$ cat config.mk
export PLATFORM = sky130hd
export DESIGN_NAME = vend_arbiter_flat
export DESIGN_NICKNAME = d
export VERILOG_FILES = /design/src/rtl/vend_if.sv /design/src/rtl/vend_arbiter.sv /design/src/flat_wrapper.sv
export SDC_FILE = /design/constraint.sdc
export NUM_CORES = 1
export LEC_CHECK = 0
export CAP_MARGIN = 20
export CORE_ASPECT_RATIO = 0.75
export CORE_UTILIZATION = 53
export CTS_CLUSTER_DIAMETER = 150
export DETAILED_ROUTE_END_ITERATION = 7
export PLACE_DENSITY = 0.89
export SLEW_MARGIN = 20
export SYNTH_ARGS = -nofsm -noshare
export SYNTH_HDL_FRONTEND = slang
export SYNTH_SLANG_ARGS = --single-unit
$ cat constraint.sdc
create_clock -name clk -period 5.4 [get_ports clk]
set_input_delay 0.54 -clock clk [delete_from_list [all_inputs] [get_ports clk]]
set_output_delay 0.54 -clock clk [all_outputs]
set_load 0.05 [all_outputs]
$ cat src/rtl/vend_if.sv
// Coin-slot, dispenser and hopper signals of the vending credit controller.
// master drives coins, refund and acks; slave is the controller.
interface vend_if #(
   parameter int unsigned CNT_W = 8
);
   logic             a_valid;
   logic [1:0]       a_val;
   logic             a_ready;
   logic             b_valid;
   logic [1:0]       b_val;
   logic             b_ready;
   logic             refund;
   logic             vend_req;
   logic             vend_ack;
   logic             chg_req;
   logic             chg_ack;
   logic [3:0]       credit;
   logic [CNT_W-1:0] vend_count;
   logic             coin_err;
   logic             busy;

   modport master (
      output a_valid, a_val, b_valid, b_val, refund, vend_ack, chg_ack,
      input  a_ready, b_ready, vend_req, chg_req, credit, vend_count, coin_err, busy
   );

   modport slave (
      input  a_valid, a_val, b_valid, b_val, refund, vend_ack, chg_ack,
      output a_ready, b_ready, vend_req, chg_req, credit, vend_count, coin_err, busy
   );
endinterface

$ cat src/rtl/vend_arbiter.sv
// Credit and dispense controller: round-robin coin arbitration between two slots,
// credit accumulation, and req/ack sequencing of the dispenser and change hopper.
module vend_arbiter #(
   parameter int unsigned PRICE = 2,
   parameter int unsigned CNT_W = 8
) (
   input logic   clk,
   input logic   rst,
   vend_if.slave bus
);
   localparam logic [3:0] PriceC = 4'(PRICE);

   typedef enum logic [1:0] {StIdle, StVend, StChange} state_e;

   state_e           state_q, state_d;
   logic [3:0]       credit_q, credit_d;
   logic [CNT_W-1:0] vend_count_q, vend_count_d;
   logic             rr_q, rr_d;  // 0: slot A wins a tie, 1: slot B wins
   logic             coin_err_q, coin_err_d;

   logic       accept_en;
   logic       grant_a;
   logic       grant_b;
   logic       accept;
   logic [1:0] coin_val;
   logic       coin_legal;

   // Coins are taken only in IDLE when neither a vend nor a refund is pending.
   always_comb begin
      accept_en  = !rst && (state_q == StIdle) && (credit_q < PriceC) &&
                   !(bus.refund && (credit_q != 4'd0));
      grant_a    = bus.a_valid && (!bus.b_valid || !rr_q);
      grant_b    = bus.b_valid && (!bus.a_valid || rr_q);
      accept     = accept_en && (grant_a || grant_b);
      coin_val   = grant_a ? bus.a_val : bus.b_val;
      coin_legal = (coin_val == 2'd1) || (coin_val == 2'd2);
   end

   assign bus.a_ready = accept_en && grant_a;
   assign bus.b_ready = accept_en && grant_b;

   always_comb begin
      state_d      = state_q;
      credit_d     = credit_q;
      vend_count_d = vend_count_q;
      rr_d         = rr_q;
      coin_err_d   = 1'b0;
      unique case (state_q)
         StIdle: begin
            if (credit_q >= PriceC) begin
               state_d = StVend;
            end else if (bus.refund && (credit_q != 4'd0)) begin
               state_d = StChange;
            end else if (accept) begin
               if (coin_legal) begin
                  credit_d = credit_q + {2'b00, coin_val};
               end else begin
                  coin_err_d = 1'b1;
               end
               if (bus.a_valid && bus.b_valid) begin
                  rr_d = ~rr_q;
               end
            end
         end
         StVend: begin
            if (bus.vend_ack) begin
               credit_d     = credit_q - PriceC;
               vend_count_d = vend_count_q + CNT_W'(1);
               state_d      = (credit_d != 4'd0) ? StChange : StIdle;
            end
         end
         StChange: begin
            if (bus.chg_ack) begin
               credit_d = credit_q - 4'd1;
               if (credit_q == 4'd1) begin
                  state_d = StIdle;
               end
            end
         end
         default: state_d = StIdle;
      endcase
   end

   always_ff @(posedge clk) begin
      if (rst) begin
         state_q      <= StIdle;
         credit_q     <= 4'd0;
         vend_count_q <= '0;
         rr_q         <= 1'b0;
         coin_err_q   <= 1'b0;
      end else begin
         state_q      <= state_d;
         credit_q     <= credit_d;
         vend_count_q <= vend_count_d;
         rr_q         <= rr_d;
         coin_err_q   <= coin_err_d;
      end
   end

   // Requests decode straight from the state register, so acks never reach them combinationally.
   assign bus.vend_req   = (state_q == StVend);
   assign bus.chg_req    = (state_q == StChange);
   assign bus.busy       = (state_q != StIdle);
   assign bus.credit     = credit_q;
   assign bus.vend_count = vend_count_q;
   assign bus.coin_err   = coin_err_q;

   always_ff @(posedge clk) begin
      if (!rst) begin
         assert (!(bus.a_ready && bus.b_ready));
         assert (credit_q <= PriceC + 4'd1);
      end
   end
endmodule
$ cat src/flat_wrapper.sv
// flat-port wrapper written by rule: the top's interface ports become plain ports
module vend_arbiter_flat 
#(
   parameter int unsigned PRICE = 2,
   parameter int unsigned CNT_W = 8
)
  (clk, rst, bus_a_valid, bus_a_val, bus_b_valid, bus_b_val, bus_refund, bus_vend_ack, bus_chg_ack, bus_a_ready, bus_b_ready, bus_vend_req, bus_chg_req, bus_credit, bus_vend_count, bus_coin_err, bus_busy);
  vend_if #(.CNT_W(CNT_W)) bus_i ();
  input logic clk;
  input logic rst;
  input wire logic [$bits(bus_i.a_valid)-1:0] bus_a_valid;
  input wire logic [$bits(bus_i.a_val)-1:0] bus_a_val;
  input wire logic [$bits(bus_i.b_valid)-1:0] bus_b_valid;
  input wire logic [$bits(bus_i.b_val)-1:0] bus_b_val;
  input wire logic [$bits(bus_i.refund)-1:0] bus_refund;
  input wire logic [$bits(bus_i.vend_ack)-1:0] bus_vend_ack;
  input wire logic [$bits(bus_i.chg_ack)-1:0] bus_chg_ack;
  output wire logic [$bits(bus_i.a_ready)-1:0] bus_a_ready;
  output wire logic [$bits(bus_i.b_ready)-1:0] bus_b_ready;
  output wire logic [$bits(bus_i.vend_req)-1:0] bus_vend_req;
  output wire logic [$bits(bus_i.chg_req)-1:0] bus_chg_req;
  output wire logic [$bits(bus_i.credit)-1:0] bus_credit;
  output wire logic [$bits(bus_i.vend_count)-1:0] bus_vend_count;
  output wire logic [$bits(bus_i.coin_err)-1:0] bus_coin_err;
  output wire logic [$bits(bus_i.busy)-1:0] bus_busy;
  assign bus_i.a_valid = bus_a_valid;
  assign bus_i.a_val = bus_a_val;
  assign bus_i.b_valid = bus_b_valid;
  assign bus_i.b_val = bus_b_val;
  assign bus_i.refund = bus_refund;
  assign bus_i.vend_ack = bus_vend_ack;
  assign bus_i.chg_ack = bus_chg_ack;
  assign bus_a_ready = bus_i.a_ready;
  assign bus_b_ready = bus_i.b_ready;
  assign bus_vend_req = bus_i.vend_req;
  assign bus_chg_req = bus_i.chg_req;
  assign bus_credit = bus_i.credit;
  assign bus_vend_count = bus_i.vend_count;
  assign bus_coin_err = bus_i.coin_err;
  assign bus_busy = bus_i.busy;
  vend_arbiter #(.PRICE(PRICE), .CNT_W(CNT_W)) u_core (.clk(clk), .rst(rst), .bus(bus_i));
endmodule
# --- Yosys cells after proc, flatten, opt, wreduce, memory -nomap -nowiden ---
# Index checks and enable logic that the tools add are counted.
# W data, S select, Z words.
totals:
  word_cells: 74
  out_inout_bits: 18
  in_bits: 11
  regBits: 16
classes:
  reduce_logical: 29
  addsub: 4
  order_cmp: 2
  n_bitwise: 5
  muxes: 16
  eq_ne: 13
ops:
  columns: ["cell", "count"]
  rows:
  - ["$mux W4", 6]
  - ["$mux W2", 7]
  - ["$pmux W4 S3", 1]
  - ["$logic_and A1 B1 Y1", 10]
  - ["$add A8 B1 Y8 const B", 1]
  - ["$ne A2 B2 Y1 const B", 4]
  - ["$reduce_bool A4 Y1", 2]
  - ["$reduce_and A7 Y1", 1]
  - ["$ne A2 B1 Y1 const B", 3]
  - ["$pmux W2 S3", 1]
  - ["$logic_not A1 Y1", 5]
  - ["$not A1 Y1", 5]
  - ["$reduce_and A5 Y1", 1]
  - ["$reduce_or A5 Y1", 1]
  - ["$add A4 B2 Y4", 1]
  - ["$eq A2 B1 Y1 const B", 2]
  - ["$eq A2 B2 Y1 const B", 2]
  - ["$eq A4 B1 Y1 const B", 1]
  - ["$ge A4 B2 Y1 const B", 1]
  - ["$logic_or A1 B1 Y1", 4]
  - ["$lt A4 B2 Y1 const B", 1]
  - ["$reduce_and A4 Y1", 1]
  - ["$sub A4 B1 Y4 const B", 1]
  - ["$sub A4 B2 Y4 const B", 1]
  - ["6 further kinds", 6]

# --- Depth between registers and ports, before layout ---
logic_depth:
  ltp_word: 11
  depth_mapped: 10
  ltp_nobuf: 10

# --- Least setup slack after synthesis ---
# No wires, ideal clock.
synth_timing:
  kind: "flip-flop to output port"
  start: "register u_core.credit_q[1] (netlist: u_core.bus.credit[1])"
  end: "output bus_b_ready"
  stages_incl_launch_ff: 6
  slack_ns: 2.990
  t_arrival_ns: 1.870
  cell_sequence: "dfxtp_1 > inv_1 > ha_1 > nand2b_1 > nand3_2 > nor2_1"
synth_between:
  elab_chain_cells: 5
  elab_cells_between_ends: 7
synth_lines:
  columns: ["element", "line", "text"]
  rows:
  - ["start, declared", "vend_arbiter.sv:16", "logic [3:0] credit_q, credit_d;"]
  - ["start signal, assigned", "vend_arbiter.sv:93", "credit_q <= credit_d;"]
  - ["parallel branches: the longest is 3 deep, another holds $lt A4 B2 Y1", null, null]
  - ["$logic_and A1 B1 Y1 (*)", "vend_arbiter.sv:30", "accept_en = !rst && (state_q == StIdle) && (credit_q < PriceC) &&"]
  - ["$logic_and A1 B1 Y1 (*)", "vend_arbiter.sv:40", "assign bus.b_ready = accept_en && grant_b;"]
  - ["end, declared", "flat_wrapper.sv:19", "output wire logic [$bits(bus_i.b_ready)-1:0] bus_b_ready;"]
# Mark *: on every way between the ends.

# --- Worst setup path in the final report ---
layout_timing:
  start: "input rst"
  end: "output bus_b_ready"
layout_between:
  elab_chain_cells: 5
layout_lines:
  columns: ["element", "line", "text"]
  rows:
  - ["start, declared", "flat_wrapper.sv:10", "input logic rst;"]
  - ["$logic_not A1 Y1", null, null]
  - ["$logic_and A1 B1 Y1 (3 in a row)", "vend_arbiter.sv:30", null]
  - ["$logic_and A1 B1 Y1", "vend_arbiter.sv:40", null]
# Every way passes these cells.

==> metrics.txt <==
outcome finished, violations left; failing checks design-rule violations; post-synth net total 168; Area Growth Syn to Fin 26.7%; met3 global-route usage 6.40%; Root Buffer clkbuf_4; Max VDD drop 0.246 mV; total track usage 25.1%; post-synthesis sequential area ratio 26.7%; Clock Sinks 16; GR met2 Demand/Resource 42.8%; setup violators final 0; Hold WC Path Type flip-flop to flip-flop; clock buffer depth 2; final-layout fill cell count 157; Die H 43.2 um; PnR worst setup slack 2.19 ns; Port Buffers 28; Hold Fails Final Rpt 0; CP endpoint kind output pin; critical path required time 4.86 ns; share of cells above drive strength 1 7.65%; count of different cell masters after synthesis 44; max cap viols 0; cts hold-fix bufs 0; DR iter-0 viols 74; DPL Wire Length 2060 um; Overflow after GRT 0; post-route minimum period 3.21 ns; routed vias 1,155; antenna cells 0; Cell Pwr Density 419 nW/um2; max-slew violations 0; DIE AREA 2460 um2; grt peak-use layer met2; Place WS 2.19 ns; cells after synthesis 143; Worst Path Arrival 2.67 ns; TritonRoute pass-1 iters 6; Row Count 14; met1 usage 32.2%; Worst Path Class, Setup input port to output pin; Syn. warnings 0; Starting Density 58.1%; CP max FO 18; Routed Wire Length 2710 um; Fmax 0.312 GHz; H-Tree Depth 1; nets 196; final antenna-violating net count 0; Slew HR 52.4%; Setup Fix Bufs, Post-CTS 0; RSZ-0062 raised after global routing no; number of synthesized flops with an enable pin 0; clk_skew 0.0115 ns; residual DRC count 2; clk_lat worst skew 0.29 ns; IO Pins 29; initial antenna violation count 0; RePlAce Congestion 0.915; Overall Power 0.000638 W; CTS tree yes; Critical Path Source Type input port; Setup TNS 0 ns; placed cells 190; average cell area after synthesis 8.40 um2; #FFs+latches synth 16; largest net degree at the start of global routing 19; TritonCTS Buffers 3; Pleak 0.604 nW; Post-CTS Resized 0; via/cell ratio 5.95; Slew @ Worst Pin 0.711 ns; die width 57.0 um; clock-pin slew on the worst setup and hold paths 0.09 ns; vias in the first global route 1,123; async set or reset register ratio after synthesis 0%; CORE AREA 2070 um2; WL/cell 14.0 um; non-filler cells, final 194; synthesized area 1200 um2; wire length of the first global-routing pass 4800 um; Tcrit/Tclk final 59.4%; Top FF cell, synth dfxtp_1
-- layout make-up --
cell class	instances	area [um2]	share of cell area [%]
clock buffers	4	36.3	2.38
repair buffers	28	280	18.4
inverters	18	67.6	4.44
multi-input cells	104	787	51.7
flip-flops and latches	16	320	21.1
well taps	24	30.0	1.97
-- cell usage after synthesis, types with 2 or more instances --
master    number  share of area [%]
nand2_1        6                1.9
xnor2_1        2                1.5
dfxtp_1       16                 27
nor2_1        15                4.7
or3_1          2                1.0
nand3b_1       2                1.2
a21oi_1        7                2.9
nand3_1        8                3.3
nor2b_1        2                1.0
mux2_2         2                1.9
clkbuf_1       3               0.94
inv_1         18                5.6
ha_1          13                 14
o21ai_0        9                3.7
a221oi_1       2                1.5
xor2_1         7                5.1
a31oi_1        2                1.0
-- through the flow --
stage	hold slack (ns)	util [%]	instance area [um2]
global route	0.540	73.6	1520
detailed placement	0.487	71.9	1490
floorplan	0.480	-	1200
global placement	0.478	71.9	1490
CTS	0.503	73.6	1520
finish	0.500	73.6	1520
-- layer usage --
| metal | routed length [um] | part of all wire (%) |
|---|---|---|
| met1 | 1290 | 47 |
| met4 | 10 | 0.37 |
| met3 | 172 | 6.3 |
| met2 | 1240 | 46 |
| met5 | 0 | 0 |
-- cell families after synthesis --
kind of cell	Yosys count	share of synthesized area [%]
adders and majority gates	14	15.2
xor gates and xnor gates	9	6.56
AOI/OAI and AO/OA	33	19.6
buffers and inverters	23	7.81
muxes	4	3.96
and+or+nand+nor	44	20.2
DFF	16	26.7
-- layout by cell type (no fill, tap or decap), types with 3 or more instances in the layout --
cell             instances
a21oi_1                  7
o21ai_0                  9
dfxtp_1                 16
nand2_1                  6
nand3_1                  8
xor2_1                   7
ha_1                    13
clkdlybuf4s50_1         28
clkbuf_4                 3
nor2_1                  15
inv_1                   18
-- flip-flops by register name, indices dropped and copies added, names as in the netlist --
signal and cells:
u_core.bus.coin_err 1, u_core.bus.credit 4, u_core.bus.vend_count 8, u_core.rr_q 1
u_core.state_q 2
-- final timing paths --
| path | start | to | slack [ns] | depth (start not counted) |
|---|---|---|---|---|
| hold / removal | u_core.bus.vend_count[1] | u_core.bus.vend_count[1] | 0.50 | 2 |
| setup reg to reg | u_core.bus.credit[1] | u_core.bus.credit[0] | 3.08 | 7 |
| hold reg to reg | u_core.bus.vend_count[1] | u_core.bus.vend_count[1] | 0.50 | 2 |
| setup / recovery | rst | bus_b_ready | 2.19 | 5 |
-- report_power, final --
group / internal (W) / total [W] / switching [W]
clock: 0.0000411 / 0.0000804 / 0.0000393
sequential: 0.000137 / 0.000168 / 0.0000309
combinational: 0.000151 / 0.000389 / 0.000238
-- critical path, cell delays in order --
cell and delay, ns:
clkdlybuf4s50_1 0.77, nor4_4 0.30, nand3_2 0.14, nor2_1 0.12, clkdlybuf4s50_1 0.80
Note: power is estimated with default switching activity, not from simulation.
